## config.mk

```make
export PLATFORM = sky130hd
export DESIGN_NAME = cn_arbiter
export DESIGN_NICKNAME = d
export VERILOG_FILES = /design/src/rtl/apb_icn_pkg.sv /design/src/rtl/cn_arbiter_rr_arbiter.sv /design/src/rtl/cn_arbiter.sv
export SDC_FILE = /design/constraint.sdc
export NUM_CORES = 1
export LEC_CHECK = 0
export CELL_PAD_IN_SITES_DETAIL_PLACEMENT = 1
export CELL_PAD_IN_SITES_GLOBAL_PLACEMENT = 2
export CORE_UTILIZATION = 38
export DETAILED_ROUTE_END_ITERATION = 12
export PLACE_DENSITY_LB_ADDON = 0.1
export SETUP_SLACK_MARGIN = 0.3
export SLEW_MARGIN = 20
export SYNTH_ARGS = -nofsm -noshare
export SYNTH_HDL_FRONTEND = slang
export SYNTH_HIERARCHICAL = 1
export SYNTH_SLANG_ARGS = --single-unit
```

## constraint.sdc

```tcl
create_clock -name pclk -period 5.5 [get_ports pclk]
set_input_delay 1.1 -clock pclk [delete_from_list [all_inputs] [get_ports pclk]]
set_output_delay 1.1 -clock pclk [all_outputs]
set_load 0.005 [all_outputs]
```

## src/rtl/apb_icn_pkg.sv

```systemverilog
// rtl/apb_icn_pkg.sv - shared types and helpers for the CN arbiter
package apb_icn_pkg;

    // Completer-node phase sequence
    typedef enum logic [1:0] {
        IDLE   = 2'd0,
        SETUP  = 2'd1,
        ACCESS = 2'd2,
        DONE   = 2'd3
    } cn_state_e;

    localparam int NUM_RN_DEF = 4;
    localparam int MAX_RN     = 32;
    localparam int MAX_IDX_W  = 5;

    // Binary index of a one-hot vector; returns 0 for an all-zero vector
    function automatic logic [MAX_IDX_W-1:0] onehot_to_idx(input logic [MAX_RN-1:0] oh);
        logic [MAX_IDX_W-1:0] idx;
        idx = '0;
        for (int i = 0; i < MAX_RN; i++) begin
            if (oh[i]) begin
                idx = idx | MAX_IDX_W'(i);
            end
        end
        return idx;
    endfunction

endpackage

```

## src/rtl/cn_arbiter_rr_arbiter.sv

```systemverilog
// rtl/cn_arbiter_rr_arbiter.sv - combinational round-robin pick starting at ptr
module rr_arbiter
    import apb_icn_pkg::*;
#(
    parameter int NUM_RN = NUM_RN_DEF,
    parameter int IDX_W  = $clog2(NUM_RN)
) (
    input  logic [NUM_RN-1:0] req,
    input  logic [IDX_W-1:0]  ptr,
    output logic [NUM_RN-1:0] gnt,
    output logic [IDX_W-1:0]  gnt_idx,
    output logic              any
);

    logic [NUM_RN-1:0] w_gnt;
    logic              w_found;
    logic [IDX_W-1:0]  w_k;

    // Scan upward from ptr with wrap; first set request wins
    always_comb begin
        w_gnt   = '0;
        w_found = 1'b0;
        w_k     = '0;
        for (int i = 0; i < NUM_RN; i++) begin
            w_k = IDX_W'((32'(ptr) + 32'(i)) % NUM_RN);
            if (!w_found && req[w_k]) begin
                w_gnt[w_k] = 1'b1;
                w_found    = 1'b1;
            end
        end
    end

    assign gnt     = w_gnt;
    assign gnt_idx = IDX_W'(onehot_to_idx(MAX_RN'(w_gnt)));
    assign any     = |req;

endmodule

```

## src/rtl/cn_arbiter.sv

```systemverilog
// rtl/cn_arbiter.sv - CN-side round-robin arbiter and APB phase sequencer
module cn_arbiter
    import apb_icn_pkg::*;
#(
    parameter int NUM_RN  = NUM_RN_DEF,
    parameter int IDX_W   = $clog2(NUM_RN),
    parameter int TIMEOUT = 16,
    parameter int TO_W    = (TIMEOUT > 0) ? $clog2(TIMEOUT + 1) : 1
) (
    input  logic              pclk,
    input  logic              preset,
    input  logic [NUM_RN-1:0] rn_req,
    output logic [NUM_RN-1:0] cn_ready,
    output logic [NUM_RN-1:0] grant,
    output logic [IDX_W-1:0]  grant_idx,
    output logic              psel,
    output logic              penable,
    input  logic              pready,
    input  logic              pslverr,
    output logic              rsp_slverr,
    output logic              timeout,
    output logic              busy
);

    // Last ACCESS wait count before completion is forced
    localparam logic [TO_W-1:0]  TO_LAST  = TO_W'((TIMEOUT == 0) ? 0 : TIMEOUT - 1);
    localparam logic [IDX_W-1:0] LAST_IDX = IDX_W'(NUM_RN - 1);

    cn_state_e         r_state;
    logic [IDX_W-1:0]  r_rr_ptr;
    logic [TO_W-1:0]   r_wait_cnt;
    logic [NUM_RN-1:0] r_grant;
    logic [IDX_W-1:0]  r_grant_idx;
    logic [NUM_RN-1:0] r_cn_ready;
    logic              r_psel;
    logic              r_penable;
    logic              r_rsp_slverr;
    logic              r_timeout;

    logic [NUM_RN-1:0] w_gnt;
    logic [IDX_W-1:0]  w_gnt_idx;
    logic              w_any;

    rr_arbiter #(
        .NUM_RN (NUM_RN),
        .IDX_W  (IDX_W)
    ) u_rr (
        .req     (rn_req),
        .ptr     (r_rr_ptr),
        .gnt     (w_gnt),
        .gnt_idx (w_gnt_idx),
        .any     (w_any)
    );

    // Phase sequencer; every output is registered here so the crossbar sees clean levels
    always_ff @(posedge pclk or posedge preset) begin
        if (preset) begin
            r_state      <= IDLE;
            r_rr_ptr     <= '0;
            r_wait_cnt   <= '0;
            r_grant      <= '0;
            r_grant_idx  <= '0;
            r_cn_ready   <= '0;
            r_psel       <= 1'b0;
            r_penable    <= 1'b0;
            r_rsp_slverr <= 1'b0;
            r_timeout    <= 1'b0;
        end else begin
            case (r_state)
                IDLE: begin
                    r_cn_ready <= '0;
                    r_timeout  <= 1'b0;
                    if (w_any) begin
                        r_state     <= SETUP;
                        r_grant     <= w_gnt;
                        r_grant_idx <= w_gnt_idx;
                        r_psel      <= 1'b1;
                        r_penable   <= 1'b0;
                    end
                end
                SETUP: begin
                    r_state    <= ACCESS;
                    r_penable  <= 1'b1;
                    r_wait_cnt <= '0;
                end
                ACCESS: begin
                    if (pready) begin
                        // A real response always beats a simultaneous timeout
                        r_state      <= DONE;
                        r_rsp_slverr <= pslverr;
                        r_timeout    <= 1'b0;
                        r_cn_ready   <= r_grant;
                        r_psel       <= 1'b0;
                        r_penable    <= 1'b0;
                    end else if (TIMEOUT != 0 && r_wait_cnt == TO_LAST) begin
                        r_state      <= DONE;
                        r_rsp_slverr <= 1'b1;
                        r_timeout    <= 1'b1;
                        r_cn_ready   <= r_grant;
                        r_psel       <= 1'b0;
                        r_penable    <= 1'b0;
                    end else if (r_wait_cnt != {TO_W{1'b1}}) begin
                        r_wait_cnt <= r_wait_cnt + TO_W'(1);
                    end
                end
                DONE: begin
                    // Winner drops to lowest priority for the next arbitration
                    r_state      <= IDLE;
                    r_cn_ready   <= '0;
                    r_timeout    <= 1'b0;
                    r_rsp_slverr <= 1'b0;
                    r_grant      <= '0;
                    r_grant_idx  <= '0;
                    r_rr_ptr     <= (r_grant_idx == LAST_IDX) ? '0 : r_grant_idx + IDX_W'(1);
                end
                default: begin
                    r_state <= IDLE;
                end
            endcase
        end
    end

    assign cn_ready   = r_cn_ready;
    assign grant      = r_grant;
    assign grant_idx  = r_grant_idx;
    assign psel       = r_psel;
    assign penable    = r_penable;
    assign rsp_slverr = r_rsp_slverr;
    assign timeout    = r_timeout;
    assign busy       = (r_state != IDLE);

endmodule

```

Word level (Yosys, flattened, before mapping)
Index checks and enable logic that the tools add are counted.
Widths: inputs -> output; s select.
- $add $sub $neg: 5
- eq/ne operators: 11
- bitwise gates (word level): 3
- multiplexer cells: 53
- reductions and logical operators: 27
- order comparisons: 8
- operators by type and width (operator ; number):
    $mux 4 ; 7
    $mux 1 ; 19
    $pmux 4 s2 ; 2
    $mux 5 ; 3
    $mux 2 ; 7
    $lt 2x3->1 const B ; 4
    $or 4x4->4 ; 3
    $reduce_bool 2->1 ; 6
    $pmux 5 s2 ; 1
    $bmux 1 s2 ; 4
    $demux 1 s2 ; 4
    $ge 2x1->1 const B ; 4
    $pmux 2 s4 ; 1
    $reduce_and 2->1 ; 4
    $logic_and 1x1->1 ; 7
    $eq 2x2->1 const B ; 3
    $ne 2x2->1 const B ; 3
    $pmux 1 s2 ; 3
    $reduce_and 3->1 ; 2
    $add 5x1->5 const B ; 1
    $eq 5x4->1 const B ; 1
    $ne 5x5->1 const B ; 1
    $add 2x1->2 const B ; 2
    $add 2x2->2 const B ; 2
    11 further kinds ; 13
- bits of input ports: 8
- output and inout bits: 15
- register bits after elaboration: 23

Longest topological paths before layout
Gate-level depths: netlist of run 1.
- word-level depth: 17
- mapped depth: 12
- gate-level depth less buffers: 9

Modules after synthesis
Netlist of run 1, hierarchy kept.
- by module, submodules not included (module ; area an instance (µm²) ; cells an instance ; instances):
    cn_arbiter ; 1222.4 ; 110 ; 1
    rr_arbiter ; 575.6 ; 69 ; 1

Worst setup path after synthesis of run 1
Ideal clock, no wire load.
- path kind: in2reg
- start point: input rn_req[2]
- end point: register r_grant[2] (netlist: grant[2])
- buffers on the path: 1
- slack: 2884 ps
- arrival time: 2478 ps
- stages: 8
- cell sequence: mux4_2 > buf_6 > a31o_1 > a221oi_2 > o31ai_1 > and3_1 > a21oi_1 > o21ai_0
- longest elaborated chain between the ends: 14
- elaborated cells on any way between the ends: 29
- RTL lines (what ; RTL line ; RTL):
    start, declared ; cn_arbiter.sv:12 ; input logic [NUM_RN-1:0] rn_req,
    $bmux 1 s2 ; cn_arbiter_rr_arbiter.sv:26 ; if (!w_found && req[w_k]) begin
    $mux 1 (implied by the code) ; cn_arbiter_rr_arbiter.sv:26 ;
    $mux 1 ; cn_arbiter_rr_arbiter.sv:26 ;
    $logic_not 1->1 ; cn_arbiter_rr_arbiter.sv:26 ;
    $logic_and 1x1->1 ; cn_arbiter_rr_arbiter.sv:26 ;
    $mux 1 ; cn_arbiter_rr_arbiter.sv:26 ;
    $logic_not 1->1 ; cn_arbiter_rr_arbiter.sv:26 ;
    $logic_and 1x1->1 ; cn_arbiter_rr_arbiter.sv:26 ;
    $mux 1 ; cn_arbiter_rr_arbiter.sv:26 ;
    $logic_not 1->1 ; cn_arbiter_rr_arbiter.sv:26 ;
    $logic_and 1x1->1 ; cn_arbiter_rr_arbiter.sv:26 ;
    $mux 4 (*) ; cn_arbiter_rr_arbiter.sv:26 ;
    named net w_gnt[2] ; cn_arbiter.sv:40 ; logic [NUM_RN-1:0] w_gnt;
    $mux 4 (*) ; cn_arbiter.sv:73 ; if (w_any) begin
    $pmux 4 s2 (*) ; cn_arbiter.sv:69 ; case (r_state)
    end signal, assigned ; cn_arbiter.sv:75 ; r_grant <= w_gnt;
    end, declared ; cn_arbiter.sv:32 ; logic [NUM_RN-1:0] r_grant;
The timed path passes the listed nets; every way through them passes the cells marked *. The select of a mux whose other input is x is not followed.
A chain may end at the register's enable or synchronous reset.

Final worst setup path of run 1
- start point: register r_rr_ptr[0]
- end point: register r_grant[1] (netlist: grant[1])
- longest elaborated chain between the ends: 14
- elaborated cells on any way between the ends: 49
- RTL lines (what ; RTL line ; RTL):
    start, declared ; cn_arbiter.sv:30 ; logic [IDX_W-1:0] r_rr_ptr;
    start signal, assigned ; cn_arbiter.sv:114 ; r_rr_ptr <= (r_grant_idx == LAST_IDX) ? '0 : r_grant_idx + IDX_W'(1);
    parallel branches: the longest is 11 deep, another holds $lt 2x3->1 ; n/a ;
    $mux 4 (*) ; cn_arbiter_rr_arbiter.sv:26 ;
    named net w_gnt[1] ; cn_arbiter.sv:40 ;
    $mux 4 (*) ; cn_arbiter.sv:73 ;
    $pmux 4 s2 (*) ; cn_arbiter.sv:69 ;
Mark *: on every way through the listed nets, which the timed path passes. The select of a mux whose other input is x is not followed.

==> run summary, run 1 <==
Resized Gates After CTS -> 0
Worst R2R Start -> r_rr_ptr[0]$_DFFE_PP0P_
Final core occ -> 46.8%
Post-CTS Setup Repair Bufs -> 0
Classification of the worst-slack hold path -> reg2reg
Worst clock skew on the final layout -> 10.8 ps
Area growth syn-to-layout -> 15.8%
# nets final -> 220
Final-report max-slew violation count -> 0
Biggest fanout along the worst timing path -> 18
Data required time of the worst path -> 5630 ps
Final setup violation count -> 0
Average wire length per cell after detail routing -> 17.9 µm
Core box area -> 0.00444 mm²
Most common flop cell mapped by yosys -> sky130_fd_sc_hd__dfrtp_1
Number of buffers on the longest clock path -> 2
Kind of launch point of the worst setup path -> register
DRC -> 6
Master of the slowest instance on the critical path -> sky130_fd_sc_hd__dfrtp_1
Worst path depth -> 9
Post-synthesis register bit count -> 23
Main combinational cell family by area after synthesis -> compound AO/OA/AOI/OAI gates
Maximum number of pins on one net before global-route repair -> 24
Length in cells of the worst reg-to-reg path -> 9
Unrepaired setup endpoints after global routing -> no
EDFF count, synth -> 0
Global-route wire length before repair -> 7710 µm
Post-route insts no fill -> 249
Number of different library cells in the post-synthesis netlist -> 51
Overall overflow remaining after global route -> 0
Max-capacitance violation count -> 0
Uppermost signal routing layer after detailed routing -> met4
Vias in the first global route -> 1581
Number of rows created at floorplan -> 24
Detailed-route wire length -> 4460 µm
Parity-gate share of the synthesized area counting xor and xnor cells -> 0.974%
Synthesized netlist net count -> 201
Clock tree from TritonCTS -> built
Result of the run -> finished, violations left
Adder-cell share of the synthesized area -> 9.74%
R2r setup slk -> 2440 ps
Leakage component of the power -> 0.000906 µW
Critical path cell sequence -> inv_1 > ha_1 > mux2i_1 > o22ai_1 > a2111oi_2 > o31ai_1 > and3_1 > a21oi_1 > o21ai_0
Worst Path Arrival -> 3200 ps
Endpoint class of the critical path -> register
First-pass iteration count of the detailed router -> 8
Cell depth of the worst hold path -> 1
Met3 WL post-DR -> 111 µm
Die Area -> 0.00501 mm²
Clk pin slew, worst setup/hold paths -> 80 ps
Largest incremental delay on the critical path -> 750 ps
Drt initial violations -> 76
Overall track demand over capacity in global routing -> 19.4%
Cell area after technology mapping -> 0.00180 mm²
Mux contribution to synthesized area -> 12.2%
Via density per instance -> 5.84
Number of buffer and inverter stages on the critical path -> 1
Failing checks -> design-rule violations
Share of flip-flops with an asynchronous set or reset after synthesis -> 100%
Clock period minus worst slack -> 3060 ps
DP HPWL -> 3440 µm
Number of warnings issued by yosys -> 6
Ratio of cells with drive above 1 in the final layout -> 12.7%
Placed cell count -> 245
Initial cell density of the core -> 40.5%
Number of ports placed on the die boundary -> 23
Total Power Consumption -> 1080 µW
Diodes inserted -> 0
Total power per unit cell area -> 519 mW/mm²
Summed negative setup slack over all endpoints -> 0 ps
Hold-fix buffer count after cts -> 0
Number of clock sinks seen by CTS -> 23
Count of endpoints failing hold in the final timing report -> 0
Cell count after synthesis -> 179
Most common library cell in the layout ignoring fill and taps -> sky130_fd_sc_hd__dfrtp_1
Horizontal extent of the die -> 70.8 µm
Die span in y -> 70.8 µm
Average cell area after synthesis -> 10.0 µm²
Worst voltage drop across the vdd grid -> 0.204 mV
Clock Latency Late Sink -> 270 ps
Sequential share of the synthesized area -> 32.0%
Top Family by Delay on Critical Path -> compound AO/OA/AOI/OAI gates
Startpoint of the worst hold path -> cn_ready[3]$_DFFE_PP0P_
Class of the most critical setup path -> reg2reg
Post-route antenna net violation count -> 0
Post-Synth Simple-Gate Area -> 17.3%
Fraction of the mapped netlist area in compound gates -> 23.2%
Port Buffers -> 22
Total vias in the final route -> 1454
Initial antenna violation count -> 0
Worst Setup SP -> r_rr_ptr[0]$_DFFE_PP0P_
Wire length on met2 -> 2140 µm
Timing-limited maximum frequency -> 326 MHz
Detailed-route wire length on metal 1 -> 2190 µm
Transition time of the tightest slew-check pin -> 909 ps
Root cell of the clock tree -> sky130_fd_sc_hd__clkbuf_8
Tightest slew margin relative to the limit -> 39.3%
# H-tree levels -> 1
Routability Congestion -> 0.864
TritonCTS Buffers -> 3
Commonest non-fill, non-tap cells in the layout -> 23 x sky130_fd_sc_hd__dfrtp_1, 22 x sky130_fd_sc_hd__clkdlybuf4s50_1, 18 x sky130_fd_sc_hd__nand2_1, 14 x sky130_fd_sc_hd__ha_1
Final period util -> 55.7%
-- Yosys cell counts, drive strengths merged, types with 6 or more instances --
| master | instances | area (µm²) |
|---|---|---|
| nand2 | 18 | 67.6 |
| nor2 | 10 | 40.0 |
| o21ai | 9 | 45.0 |
| mux2i | 7 | 73.8 |
| dfrtp | 23 | 576 |
| a22o | 9 | 78.8 |
| mux2 | 6 | 78.8 |
| inv | 8 | 30.0 |
| ha | 14 | 175 |
-- metrics by stage --
| step | area [µm²] | setup WS (ps) | hold WS, ps |
|---|---|---|---|
| 5_1_grt | 2080 | 2160 | 532 |
| 2_1_floorplan | 1800 | 2880 | 489 |
| 4_1_cts | 2080 | 2410 | 512 |
| 3_3_place_gp | 2040 | 2340 | 485 |
| 6_report | 2080 | 2440 | 513 |
| 3_5_place_dp | 2040 | 2260 | 493 |
-- report_power, final --
| group | switching (µW) | internal, µW |
|---|---|---|
| Combinational | 347 | 323 |
| Clock | 57.1 | 50.6 |
| Sequential | 78.3 | 223 |
-- logic make-up (layout without fill, tap and decap cells) --
group / Yosys count / after routing
fa+ha+maj: 14 / 14
compound gates: 53 / 53
flops: 23 / 23
xor+xnor: 2 / 2
buf+inv: 17 / 35
mux: 16 / 16
simple gates: 54 / 54
-- worst reg2reg max path, delay by kind of cell (launching register included) --
kind / cells / cell delay, ps
flip-flops: 1 / 750
multiplexers: 1 / 450
buffers and inverters: 1 / 250
AND/OR/NAND/NOR: 1 / 160
adder cells (fa/ha/maj): 1 / 430
AO/OA/AOI/OAI: 5 / 920
-- state kept, by name, summed over array words and instances, names as in the netlist --
register and cells:
cn_ready 4, grant 4, grant_idx 2, penable 1, psel 1, r_rr_ptr 2
r_state 2, r_wait_cnt 5, rsp_slverr 1, timeout 1
-- area by class of cell --
type                            instances  area (µm²)
Clock inverter                          1        5.00
Fill cell                             500        2360
Tap cell                               52        65.1
Multi-Input combinational cell        139        1140
Sequential cell                        23         576
Clock buffer                            3        41.3
Timing Repair Buffer                   22         220
Inverter                                9        33.8
-- worst paths after layout --
| check | end |
|---|---|
| hold / removal | cn_ready[3]$_DFFE_PP0P_ |
| min in group asynchronous | r_wait_cnt[0]$_DFFE_PP0P_ |
| setup / recovery | grant[1]$_DFFE_PP0P_ |
| hold reg to reg | cn_ready[3]$_DFFE_PP0P_ |
| max in group asynchronous | grant[0]$_DFFE_PP0P_ |
| setup reg to reg | grant[1]$_DFFE_PP0P_ |
-- layer usage --
layer,track usage (%),vias to the layer above
met5,0,-
met4,6.22,0
met3,1.71,2
met2,33.9,19
met1,25.4,731
li1,-,702
Power figures use the tool's default switching activity.
==> run 2, diff against run 1 <==
- CORE_UTILIZATION: 38 -> 35
- clock period: 5.5 -> 3.1 ns (I/O delays scaled with it)
==> run summary, run 2 (same netlist as run 1, synthesis figures left out) <==
Area growth syn-to-layout -> 17.7%
Root cell of the clock tree -> sky130_fd_sc_hd__clkbuf_8
Clock Latency Late Sink -> 270 ps
Average wire length per cell after detail routing -> 17.7 µm
Sequential cell area -> 576 µm²
Drt initial violations -> 71
Unrepaired setup endpoints after global routing -> no
Worst R2R Start -> r_rr_ptr[1]$_DFFE_PP0P_
Overall overflow remaining after global route -> 0
Die Area -> 0.00543 mm²
First-pass iteration count of the detailed router -> 4
Number of rows created at floorplan -> 25
Largest incremental delay on the critical path -> 460 ps
Combined area of the multi-input logic cells -> 0.00114 mm²
Critical path cell sequence -> inv_1 > ha_1 > mux2i_1 > o22ai_1 > a2111oi_2 > o31ai_1 > and3_1 > a21oi_1 > o21ai_0
Max-capacitance violation count -> 0
TritonCTS Buffers -> 3
Post-CTS Setup Repair Bufs -> 0
Total power per unit cell area -> 919 mW/mm²
Transition time of the tightest slew-check pin -> 915 ps
Post-route antenna net violation count -> 0
Detailed-route wire length -> 4710 µm
Number of ports placed on the die boundary -> 23
Core box area -> 0.00482 mm²
Classification of the worst-slack hold path -> reg2reg
Total vias in the final route -> 1487
Diodes inserted -> 0
Hold-fix buffer count after cts -> 0
Overall track demand over capacity in global routing -> 18.6%
Number of buffers on the longest clock path -> 2
Clk pin slew, worst setup/hold paths -> 80 ps
Final-report max-slew violation count -> 0
Length in cells of the worst reg-to-reg path -> 9
Biggest fanout along the worst timing path -> 5
Tightest slew margin relative to the limit -> 38.9%
Worst hold margin -> 504 ps
DP HPWL -> 3600 µm
Flip-flop count of the largest register after layout -> 5
# nets final -> 222
Number of clock sinks seen by CTS -> 23
Global-route wire length before repair -> 7540 µm
Master of the slowest instance on the critical path -> sky130_fd_sc_hd__mux2i_1
Result of the run -> completed
Timing-limited maximum frequency -> 393 MHz
Endpoint class of the critical path -> register
Instance area after placement -> 0.00207 mm²
Most flops, register -> r_wait_cnt
Via density per instance -> 5.59
Initial antenna violation count -> 0
Total Power Consumption -> 1940 µW
Endpoint, Worst Hold -> cn_ready[3]$_DFFE_PP0P_
Initial cell density of the core -> 37.3%
Worst Setup Slack, final -> 554 ps
Worst voltage drop across the vdd grid -> 0.325 mV
Filler cells -> 569
Commonest non-fill, non-tap cells in the layout -> 23 x sky130_fd_sc_hd__dfrtp_1, 22 x sky130_fd_sc_hd__clkdlybuf4s50_1, 18 x sky130_fd_sc_hd__nand2_1, 14 x sky130_fd_sc_hd__ha_1
DRC -> 0
Resized Gates After CTS -> 0
Data required time of the worst path -> 3240 ps
Horizontal extent of the die -> 73.7 µm
Ratio of cells with drive above 1 in the final layout -> 13.6%
Clock tree from TritonCTS -> built
Clock period minus worst slack -> 2550 ps
Worst Path Arrival -> 2680 ps
# H-tree levels -> 1
Kind of launch point of the worst setup path -> register
Die span in y -> 73.7 µm
Port Buffers -> 22
Vias in the first global route -> 1544
Design area -> 0.00212 mm²
Final setup violation count -> 0
Number of buffer and inverter stages on the critical path -> 1
Count of endpoints failing hold in the final timing report -> 0
Summed negative setup slack over all endpoints -> 0 ps
Startpoint of the worst hold path -> cn_ready[3]$_DFFE_PP0P_
Endpoint of the worst register-to-register path -> grant[1]$_DFFE_PP0P_
Leakage component of the power -> 0.000915 µW
Worst clock skew on the final layout -> 8.63 ps
Post-Place Setup Slack -> 272 ps
Top Family by Delay on Critical Path -> compound AO/OA/AOI/OAI gates
Class of the most critical setup path -> reg2reg
Cell depth of the worst hold path -> 1
Routability Congestion -> 0.857
Final period util -> 82.1%
R2r setup slk -> 550 ps
Most common library cell in the layout ignoring fill and taps -> sky130_fd_sc_hd__dfrtp_1
Maximum number of pins on one net before global-route repair -> 24
[run 2: changes by cell type in the layout (fill, tap and decap cells not counted)]
cell / delta
sky130_fd_sc_hd__buf_4: +2
[run 2: how the worst max path moves through the flow]
stage,end,startpoint,slack [ps],cells after the start
6_report,grant[1]$_DFFE_PP0P_,r_rr_ptr[1]$_DFFE_PP0P_,550,9
5_1_grt,grant[1]$_DFFE_PP0P_,r_rr_ptr[1]$_DFFE_PP0P_,370,9
4_1_cts,grant[1]$_DFFE_PP0P_,rn_req[0],550,8
3_5_place_dp,grant[1]$_DFFE_PP0P_,rn_req[0],270,8
3_3_place_gp,grant[1]$_DFFE_PP0P_,rn_req[0],340,8
2_1_floorplan,grant[1]$_DFFE_PP0P_,r_rr_ptr[0]$_DFFE_PP0P_,590,11
[run 2: worst reg2reg max path, stage by stage (launching register included)]
cell and delay (ps):
sky130_fd_sc_hd__dfrtp_1 350, sky130_fd_sc_hd__inv_1 120, sky130_fd_sc_hd__ha_1 390, sky130_fd_sc_hd__mux2i_1 460
sky130_fd_sc_hd__o22ai_1 200, sky130_fd_sc_hd__a2111oi_2 390, sky130_fd_sc_hd__o31ai_1 150, sky130_fd_sc_hd__and3_1 160
sky130_fd_sc_hd__a21oi_1 120, sky130_fd_sc_hd__o21ai_0 90
[run 2: final cells by class]
| type | instances | share of cell area, % |
|---|---|---|
| Clock buffer | 3 | 1.95 |
| Clock inverter | 1 | 0.237 |
| Inverter | 9 | 1.60 |
| Multi-Input combinational cell | 139 | 53.9 |
| Sequential cell | 23 | 27.2 |
| Tap cell | 67 | 3.96 |
| Timing Repair Buffer | 24 | 11.1 |
[run 2: power breakdown]
group | internal, µW | switching (µW)
Sequential | 397 | 91.9
Combinational | 586 | 674
Clock | 89.9 | 106
[run 2: layer usage]
metal  global-route usage (%)  vias to the layer above  wire [µm]
met5                        0                        -          0
met4                     5.56                        0         43
met3                     3.16                        6        115
met2                     35.7                       27       2540
met1                     20.5                      744       2010
li1                         -                      710          -
[run 2: through the flow]
| stage | util [%] | instances |
|---|---|---|
| finish | 43.9 | 266 |
| global route | 43.9 | 266 |
| floorplan | - | 179 |
| global placement | 43.0 | 262 |
| detailed placement | 43.0 | 262 |
| CTS | 43.9 | 266 |
